--- src/rtl/frame_buf_pp.sv ---
// rtl/frame_buf_pp.sv - two-bank ping-pong frame buffer; repeats the shown frame when no new frame is ready
module frame_buf_pp #(
    parameter int DATA_W = 24,
    parameter int H_RES  = 4,
    parameter int V_RES  = 2
) (
    input  logic              clk,
    input  logic              reset,
    input  logic              wr_en_in,
    input  logic [DATA_W-1:0] data_in,
    output logic              wr_rdy,
    output logic              wr_eof,
    input  logic              rd_en_in,
    output logic [DATA_W-1:0] data_out,
    output logic              rd_valid,
    output logic              rd_sof,
    output logic              rd_eof,
    output logic              rd_empty,
    output logic              frame_repeat,
    output logic              overflow
);
    localparam int DEPTH  = H_RES * V_RES;
    localparam int ADDR_W = (DEPTH > 1) ? $clog2(DEPTH) : 1;
    localparam int MEM_AW = $clog2(2 * DEPTH);
    localparam logic [ADDR_W-1:0] LAST_ADDR = ADDR_W'(DEPTH - 1);

    logic [DATA_W-1:0] mem [2*DEPTH];

    logic [ADDR_W-1:0] wr_addr_q, wr_addr_d;
    logic [ADDR_W-1:0] rd_addr_q, rd_addr_d;
    logic              wr_bank_q, wr_bank_d;
    logic              pending_q, pending_d;
    logic              rd_empty_q, rd_empty_d;
    logic [DATA_W-1:0] data_out_q, data_out_d;
    logic              rd_valid_q, rd_valid_d;
    logic              rd_sof_q, rd_sof_d;
    logic              rd_eof_q, rd_eof_d;
    logic              wr_eof_q, wr_eof_d;
    logic              frame_repeat_q, frame_repeat_d;
    logic              overflow_q, overflow_d;

    logic              rd_bank;
    logic              wr_acc, rd_acc, wr_last, rd_last, swap;
    logic [MEM_AW-1:0] wr_idx, rd_idx;

    // The two banks are always distinct, so the read bank is just the other one.
    assign rd_bank = ~wr_bank_q;
    assign wr_idx  = MEM_AW'(wr_addr_q) + (wr_bank_q ? MEM_AW'(DEPTH) : MEM_AW'(0));
    assign rd_idx  = MEM_AW'(rd_addr_q) + (rd_bank ? MEM_AW'(DEPTH) : MEM_AW'(0));

    always_comb begin
        wr_acc  = wr_en_in && !pending_q;
        rd_acc  = rd_en_in && !rd_empty_q;
        wr_last = wr_acc && (wr_addr_q == LAST_ADDR);
        rd_last = rd_acc && (rd_addr_q == LAST_ADDR);
        // Swap only on a registered pending frame: first frame, or at a read frame end.
        swap    = pending_q && (rd_empty_q || rd_last);

        wr_addr_d = wr_addr_q;
        if (wr_acc) wr_addr_d = wr_last ? '0 : wr_addr_q + ADDR_W'(1);
        rd_addr_d = rd_addr_q;
        if (rd_acc) rd_addr_d = rd_last ? '0 : rd_addr_q + ADDR_W'(1);

        wr_bank_d      = swap ? ~wr_bank_q : wr_bank_q;
        pending_d      = swap ? 1'b0 : (wr_last ? 1'b1 : pending_q);
        rd_empty_d     = rd_empty_q && !swap;
        data_out_d     = rd_acc ? mem[rd_idx] : data_out_q;
        rd_valid_d     = rd_acc;
        rd_sof_d       = rd_acc && (rd_addr_q == '0);
        rd_eof_d       = rd_last;
        wr_eof_d       = wr_last;
        frame_repeat_d = rd_last && !pending_q;
        overflow_d     = overflow_q || (wr_en_in && pending_q);
    end

    always_ff @(posedge clk) begin
        if (!reset && wr_acc) mem[wr_idx] <= data_in;
    end

    always_ff @(posedge clk) begin
        if (reset) begin
            wr_addr_q      <= '0;
            rd_addr_q      <= '0;
            wr_bank_q      <= 1'b0;
            pending_q      <= 1'b0;
            rd_empty_q     <= 1'b1;
            data_out_q     <= '0;
            rd_valid_q     <= 1'b0;
            rd_sof_q       <= 1'b0;
            rd_eof_q       <= 1'b0;
            wr_eof_q       <= 1'b0;
            frame_repeat_q <= 1'b0;
            overflow_q     <= 1'b0;
        end else begin
            wr_addr_q      <= wr_addr_d;
            rd_addr_q      <= rd_addr_d;
            wr_bank_q      <= wr_bank_d;
            pending_q      <= pending_d;
            rd_empty_q     <= rd_empty_d;
            data_out_q     <= data_out_d;
            rd_valid_q     <= rd_valid_d;
            rd_sof_q       <= rd_sof_d;
            rd_eof_q       <= rd_eof_d;
            wr_eof_q       <= wr_eof_d;
            frame_repeat_q <= frame_repeat_d;
            overflow_q     <= overflow_d;
        end
    end

    assign wr_rdy       = !pending_q;
    assign wr_eof       = wr_eof_q;
    assign data_out     = data_out_q;
    assign rd_valid     = rd_valid_q;
    assign rd_sof       = rd_sof_q;
    assign rd_eof       = rd_eof_q;
    assign rd_empty     = rd_empty_q;
    assign frame_repeat = frame_repeat_q;
    assign overflow     = overflow_q;
endmodule

--- config.mk ---
export PLATFORM = sky130hd
export DESIGN_NAME = frame_buf_pp
export DESIGN_NICKNAME = d
export VERILOG_FILES = /design/src/rtl/frame_buf_pp.sv
export SDC_FILE = /design/constraint.sdc
export NUM_CORES = 1
export LEC_CHECK = 0
export ABC_AREA = 1
export CAP_MARGIN = 10
export CELL_PAD_IN_SITES_DETAIL_PLACEMENT = 0
export CELL_PAD_IN_SITES_GLOBAL_PLACEMENT = 1
export CORE_MARGIN = 2
export CORE_UTILIZATION = 45
export DETAILED_ROUTE_END_ITERATION = 8
export HOLD_SLACK_MARGIN = 0.12
export PLACE_DENSITY_LB_ADDON = 0.15
export SLEW_MARGIN = 20
export SYNTH_ARGS = -nofsm -noshare
export SYNTH_HDL_FRONTEND = slang
export SYNTH_SLANG_ARGS = --single-unit
--- constraint.sdc ---
create_clock -name clk -period 2.51 [get_ports clk]
set_input_delay 0.6275 -clock clk [delete_from_list [all_inputs] [get_ports clk]]
set_output_delay 0.6275 -clock clk [all_outputs]
set_load 0.02 [all_outputs]
==> out/qor.yml, run 1 <==
outcome:
  outcome: "completed"
place:
  io_buffers: 59
  dp_cells: 1984
  hpwl_um: 25060
  place_ws_ps: 100.4
  place_congestion: 0.7860
  dpl_cell_area_um2: 18690
synth:
  synthArstFlopShare_pct: 0
  synthTopCellsByArea: "edfxtp_1 (69%), nand2_1 (13%), nand3_1 (9.3%)"
  ys_ff_latch: 423
  synth_fp_nets: 1509
  netlist.top_cell.by_area: "edfxtp_1"
  ys.flop_type: "edfxtp_1"
  synth_edf_count: 384
  synthCells: 1473
  synth_top_area_share_pct: 68.54
  yosysUniqueCellTypes: 17
  synth_seq_area_share_pct: 73.18
  yosys_warnings: 0
  synth_commonest_cells: "nand2_1 (564), edfxtp_1 (384), nand3_1 (312)"
  netlist_area_um2: 16820
  avgSynthCellArea_um2: 11.42
  synth.most_common_cell: "nand2_1"
detailed_routing:
  finalWirelength_um: 42760
  via_per_inst: 5.296
  drcViolationCount: 0
  ant_nets: 0
  drt_pre_antenna_iters: 5
  wl_per_cell_um: 20.71
  drt_iter0_markers: 799
  vias: 10936
sta:
  fin_crit_ps: 2271
  max_slew_margin_pct: 52.27
  setup_violations: 0
  slew_viol_final: 0
  rsz0062_at_grt: "no"
  worst_pin_slew_ps: 713.7
  min_period_over_period_pct: 90.50
  final.setup.tns_ps: 0
  worst_slack_ps: 238.6
  clock_skew_ps: 16.34
  hold_viol_final: 0
  timing.fmax_mhz: 440.3
clocking:
  cts_setup_buffers: 0
  cts_buffers: 44
  hold_buffers: 0
  cts_tree: "yes"
  clk_latency_ps: 550
  cts_buffer_depth: 3
  cts_max_level: 2
  cts_resized: 0
  clkTransAtPathRegs_ps: 60
  root_buffer: "clkbuf_16"
  cts_sinks: 423
floorplanning:
  design.portCount: 60
  dieArea_um2: 38950
  die_w_um: 197.4
  fp.dieH_um: 197.4
  core.rowCount: 70
  start_util_pct: 45.85
  fp.coreArea_um2: 36700
final_layout:
  syn_to_final_growth_pct: 19.40
  antenna_cells: 0
  fin_area_um2: 20090
  fill_cells: 3098
  nNetsFinal: 1598
  finalNonFillerCells: 2065
  drive_above_1_share_pct: 9.894
flow_run:
  max-cap-violations: 0
global_route:
  grt_use_total_pct: 22.43
  grt_first_pass_wirelength_um: 64980
  grt_antenna_before_repair: 0
  grt_max_degree: 108
  grt_pass1_vias: 10729
  overflow: 0
power:
  ir_worst_vdd_mv: 0.5424
  cellLeakagePower_nw: 7.481
  p_per_area_nw_per_um2: 719.0
critical_path:
  critPathCaptureType: "output pin"
  critPathMaxFanout: 5
  crit_type: "flip-flop to output pin"
  start_kind: "flip-flop"
  cp.arrival_ps: 1640
  cp_data_required_time_ps: 1880
worst_hold_path:
  worst_hold_path_type: "flip-flop to flip-flop"
-- layout make-up --
| cell class | instances | area (um2) | area share (%) |
|---|---|---|---|
| clock inverter | 25 | 181.4 | 0.9031 |
| timing repair buffer | 129 | 1541 | 7.673 |
| inverter | 38 | 148.9 | 0.7412 |
| tap | 468 | 585.6 | 2.915 |
| sequential | 423 | 12320 | 61.33 |
| multi-input combinational | 926 | 4091 | 20.37 |
| clock buffer | 56 | 1220 | 6.072 |
-- state kept, by name, indices dropped and copies added, names as in the netlist, 3 cells and up --
register	cells
data_out	24
wr_addr_q	3
mem	384
rd_addr_q	3
-- metal layers --
metal  up-vias  global-route usage, %  routed length (um)
met4         0                  6.461                 960
li1       5277                      -                   -
met3        58                  2.988                2193
met5         -                      0                   0
met2       283                  36.84               20490
met1      5318                  31.48               19120
-- kinds of logic after synthesis --
| family | after synthesis | synth area share [%] |
|---|---|---|
| AOI/OAI and AO/OA | 18 | 0.5950 |
| adders and majority gates | 8 | 0.5950 |
| buffers and inverters | 124 | 3.220 |
| DFF | 423 | 73.18 |
| and+or+nand+nor | 900 | 22.41 |
-- critical path, cell delays in order (launching register included) --
cell	delay, ps
dfxtp_1	350
inv_1	130
clkdlybuf4s50_1	620
-- layout by cell type (no fill, tap or decap), drive strengths merged --
cell | Yosys | routed
buf | 60 | 70
clkinv | 1 | 23
nor3 | 2 | 2
a21oi | 10 | 10
clkdlybuf4s50 | 0 | 59
nor2 | 22 | 22
ha | 8 | 8
clkbuf | 26 | 56
nand3 | 312 | 312
bufinv | 0 | 2
nand2 | 564 | 564
dfxtp | 39 | 39
edfxtp | 384 | 384
a211oi | 4 | 4
inv | 37 | 37
o21ai | 4 | 4
clkinvlp | 0 | 1
-- report_power, final --
group	switching (mW)	internal (mW)	leakage, nW	total (mW)
clock	2.64	3.65	0.693	6.29
combinational	0.280	0.127	3.01	0.407
sequential	0.0164	7.73	3.78	7.75
-- path summary, 6_finish.rpt --
kind,startpoint,end,slack [ps],cells after the start
setup / recovery,pending_q,wr_rdy,240,2
hold / removal,overflow,overflow,490,2
setup reg to reg,rd_addr_q[0],data_out[17],680,10
hold reg to reg,overflow,overflow,490,2
-- per-stage QoR --
step | hold slack, ps | utilization, % | power [mW]
final | 491.8 | 54.74 | 14.44
after global routing | 523.2 | 54.74 | 14.85
after CTS | 494.2 | 54.74 | 14.57
after detailed placement | 479.9 | 50.92 | 8.310
after global placement | 451.5 | 50.92 | 8.303
after floorplan | 461.8 | - | 8.027
(Power assumes the default switching activity.)
==> inputs of run 2 (changes only) <==
--- a/config.mk
+++ b/config.mk
@@ -11,10 +11,10 @@
 export CELL_PAD_IN_SITES_GLOBAL_PLACEMENT = 1
 export CORE_MARGIN = 2
 export CORE_UTILIZATION = 45
+export CTS_CLUSTER_SIZE = 12
 export DETAILED_ROUTE_END_ITERATION = 8
 export HOLD_SLACK_MARGIN = 0.12
 export PLACE_DENSITY_LB_ADDON = 0.15
-export SLEW_MARGIN = 20
 export SYNTH_ARGS = -nofsm -noshare
 export SYNTH_HDL_FRONTEND = slang
 export SYNTH_SLANG_ARGS = --single-unit
==> out/qor.yml, run 2 (synthesis results as in run 1) <==
outcome:
  outcome: "completed"
detailed_routing:
  ant_nets: 0
  vias: 10852
  drcViolationCount: 0
  finalWirelength_um: 42730
  drt_pre_antenna_iters: 5
  drt_iter0_markers: 808
  via_per_inst: 5.260
  wl_per_cell_um: 20.71
floorplanning:
  fp.dieH_um: 197.4
  core.rowCount: 70
  design.portCount: 60
  start_util_pct: 45.85
  dieArea_um2: 38950
  fp.coreArea_um2: 36700
  die_w_um: 197.4
global_route:
  overflow: 0
  grt_pass1_vias: 10632
  grt_use_total_pct: 22.42
  grt_antenna_before_repair: 0
  grt_max_degree: 108
  grt_first_pass_wirelength_um: 64800
sta:
  min_period_over_period_pct: 89.40
  max_slew_margin_pct: 52.71
  clock_skew_ps: 14.76
  rsz0062_at_grt: "no"
  worst_pin_slew_ps: 707.2
  timing.fmax_mhz: 445.6
  hold_viol_final: 0
  fin_crit_ps: 2244
  worst_slack_ps: 266.1
  slew_viol_final: 0
  fin_hold_ws_ps: 492.5
  setup_violations: 0
place:
  dp_cells: 1984
  place_congestion: 0.7860
  io_buffers: 59
  hpwl_um: 25060
  place_ws_ps: 100.4
power:
  ir_worst_vdd_mv: 0.6248
  p_per_area_nw_per_um2: 713.9
  cellLeakagePower_nw: 7.447
  power_mw: 14.31
final_layout:
  syn_to_final_growth_pct: 19.10
  antenna_cells: 0
  fill_cells: 3120
  top_register: "mem"
  nNetsFinal: 1598
  drive_above_1_share_pct: 9.404
  fin_util_pct: 54.61
  finalNonFillerCells: 2063
  final_common_cell: "nand2_1"
  layout_common_cells: "nand2_1 (564), edfxtp_1 (384), nand3_1 (312)"
  largest_reg_flops: 384
critical_path:
  reg2regPathDepth: 7
  r2r_end: "wr_bank_q"
  cp_data_required_time_ps: 1880
  critPathMaxFanout: 5
  rr_startpoint: "rd_addr_q[0]"
  cp.arrival_ps: 1620
  critPathCaptureType: "output pin"
  ff2ff_setup_slack_ps: 680
  crit_type: "flip-flop to output pin"
  start_kind: "flip-flop"
clocking:
  cts_resized: 0
  clk_latency_ps: 550
  root_buffer: "clkbuf_16"
  cts_buffers: 44
  clkTransAtPathRegs_ps: 60
  cts_max_level: 2
  cts_buffer_depth: 3
  cts_setup_buffers: 0
  hold_buffers: 0
  cts_sinks: 423
  cts_tree: "yes"
flow_run:
  max-cap-violations: 0
worst_hold_path:
  whs_path_depth: 2
  min_to: "overflow"
  worst_hold_path_type: "flip-flop to flip-flop"
  min_from: "overflow"
## run 2: per-layer routing
metal | global-route usage [%] | up-vias | share of wire (%)
met3 | 2.937 | 57 | 5.8
met4 | 6.405 | 0 | 2.1
met2 | 36.72 | 302 | 48
li1 | - | 5269 | -
met1 | 31.60 | 5224 | 44
met5 | 0 | - | 0
## run 2: final cells by class
class / count / area, um2 / share of cell area (%)
well taps: 468 / 585.6 / 2.922
flip-flops and latches: 423 / 12320 / 61.48
inverters: 38 / 148.9 / 0.7430
clock inverters: 11 / 87.58 / 0.4371
multi-input cells: 926 / 4091 / 20.42
clock buffers: 68 / 1264 / 6.306
repair buffers: 129 / 1541 / 7.692
## run 2: report_power, final
part / switching [mW] / total (mW) / internal (mW) / leakage [nW]
clock: 2.59 / 6.15 / 3.56 / 0.658
combinational: 0.279 / 0.406 / 0.127 / 3.01
sequential: 0.0164 / 7.75 / 7.73 / 3.78
## run 2: per-stage QoR
step	setup TNS, ps	instance area, um2
finish	0	20040
detailed placement	0	18690
CTS	0	20040
global route	0	20040
global placement	0	18690
floorplan	-11210	16820
## run 2: how the worst max path moves through the flow
stage	startpoint	endpoint	slack, ps
global placement	wr_en_in	mem[9][19]	80
floorplan	reset	mem[0][0]	-30
CTS	pending_q	wr_rdy	230
finish	pending_q	wr_rdy	270
global route	pending_q	wr_rdy	190
detailed placement	wr_en_in	mem[9][19]	100
## run 2: critical path: stages (launching register included)
cell             delay, ps
dfxtp_1                350
inv_1                  110
clkdlybuf4s50_1        620
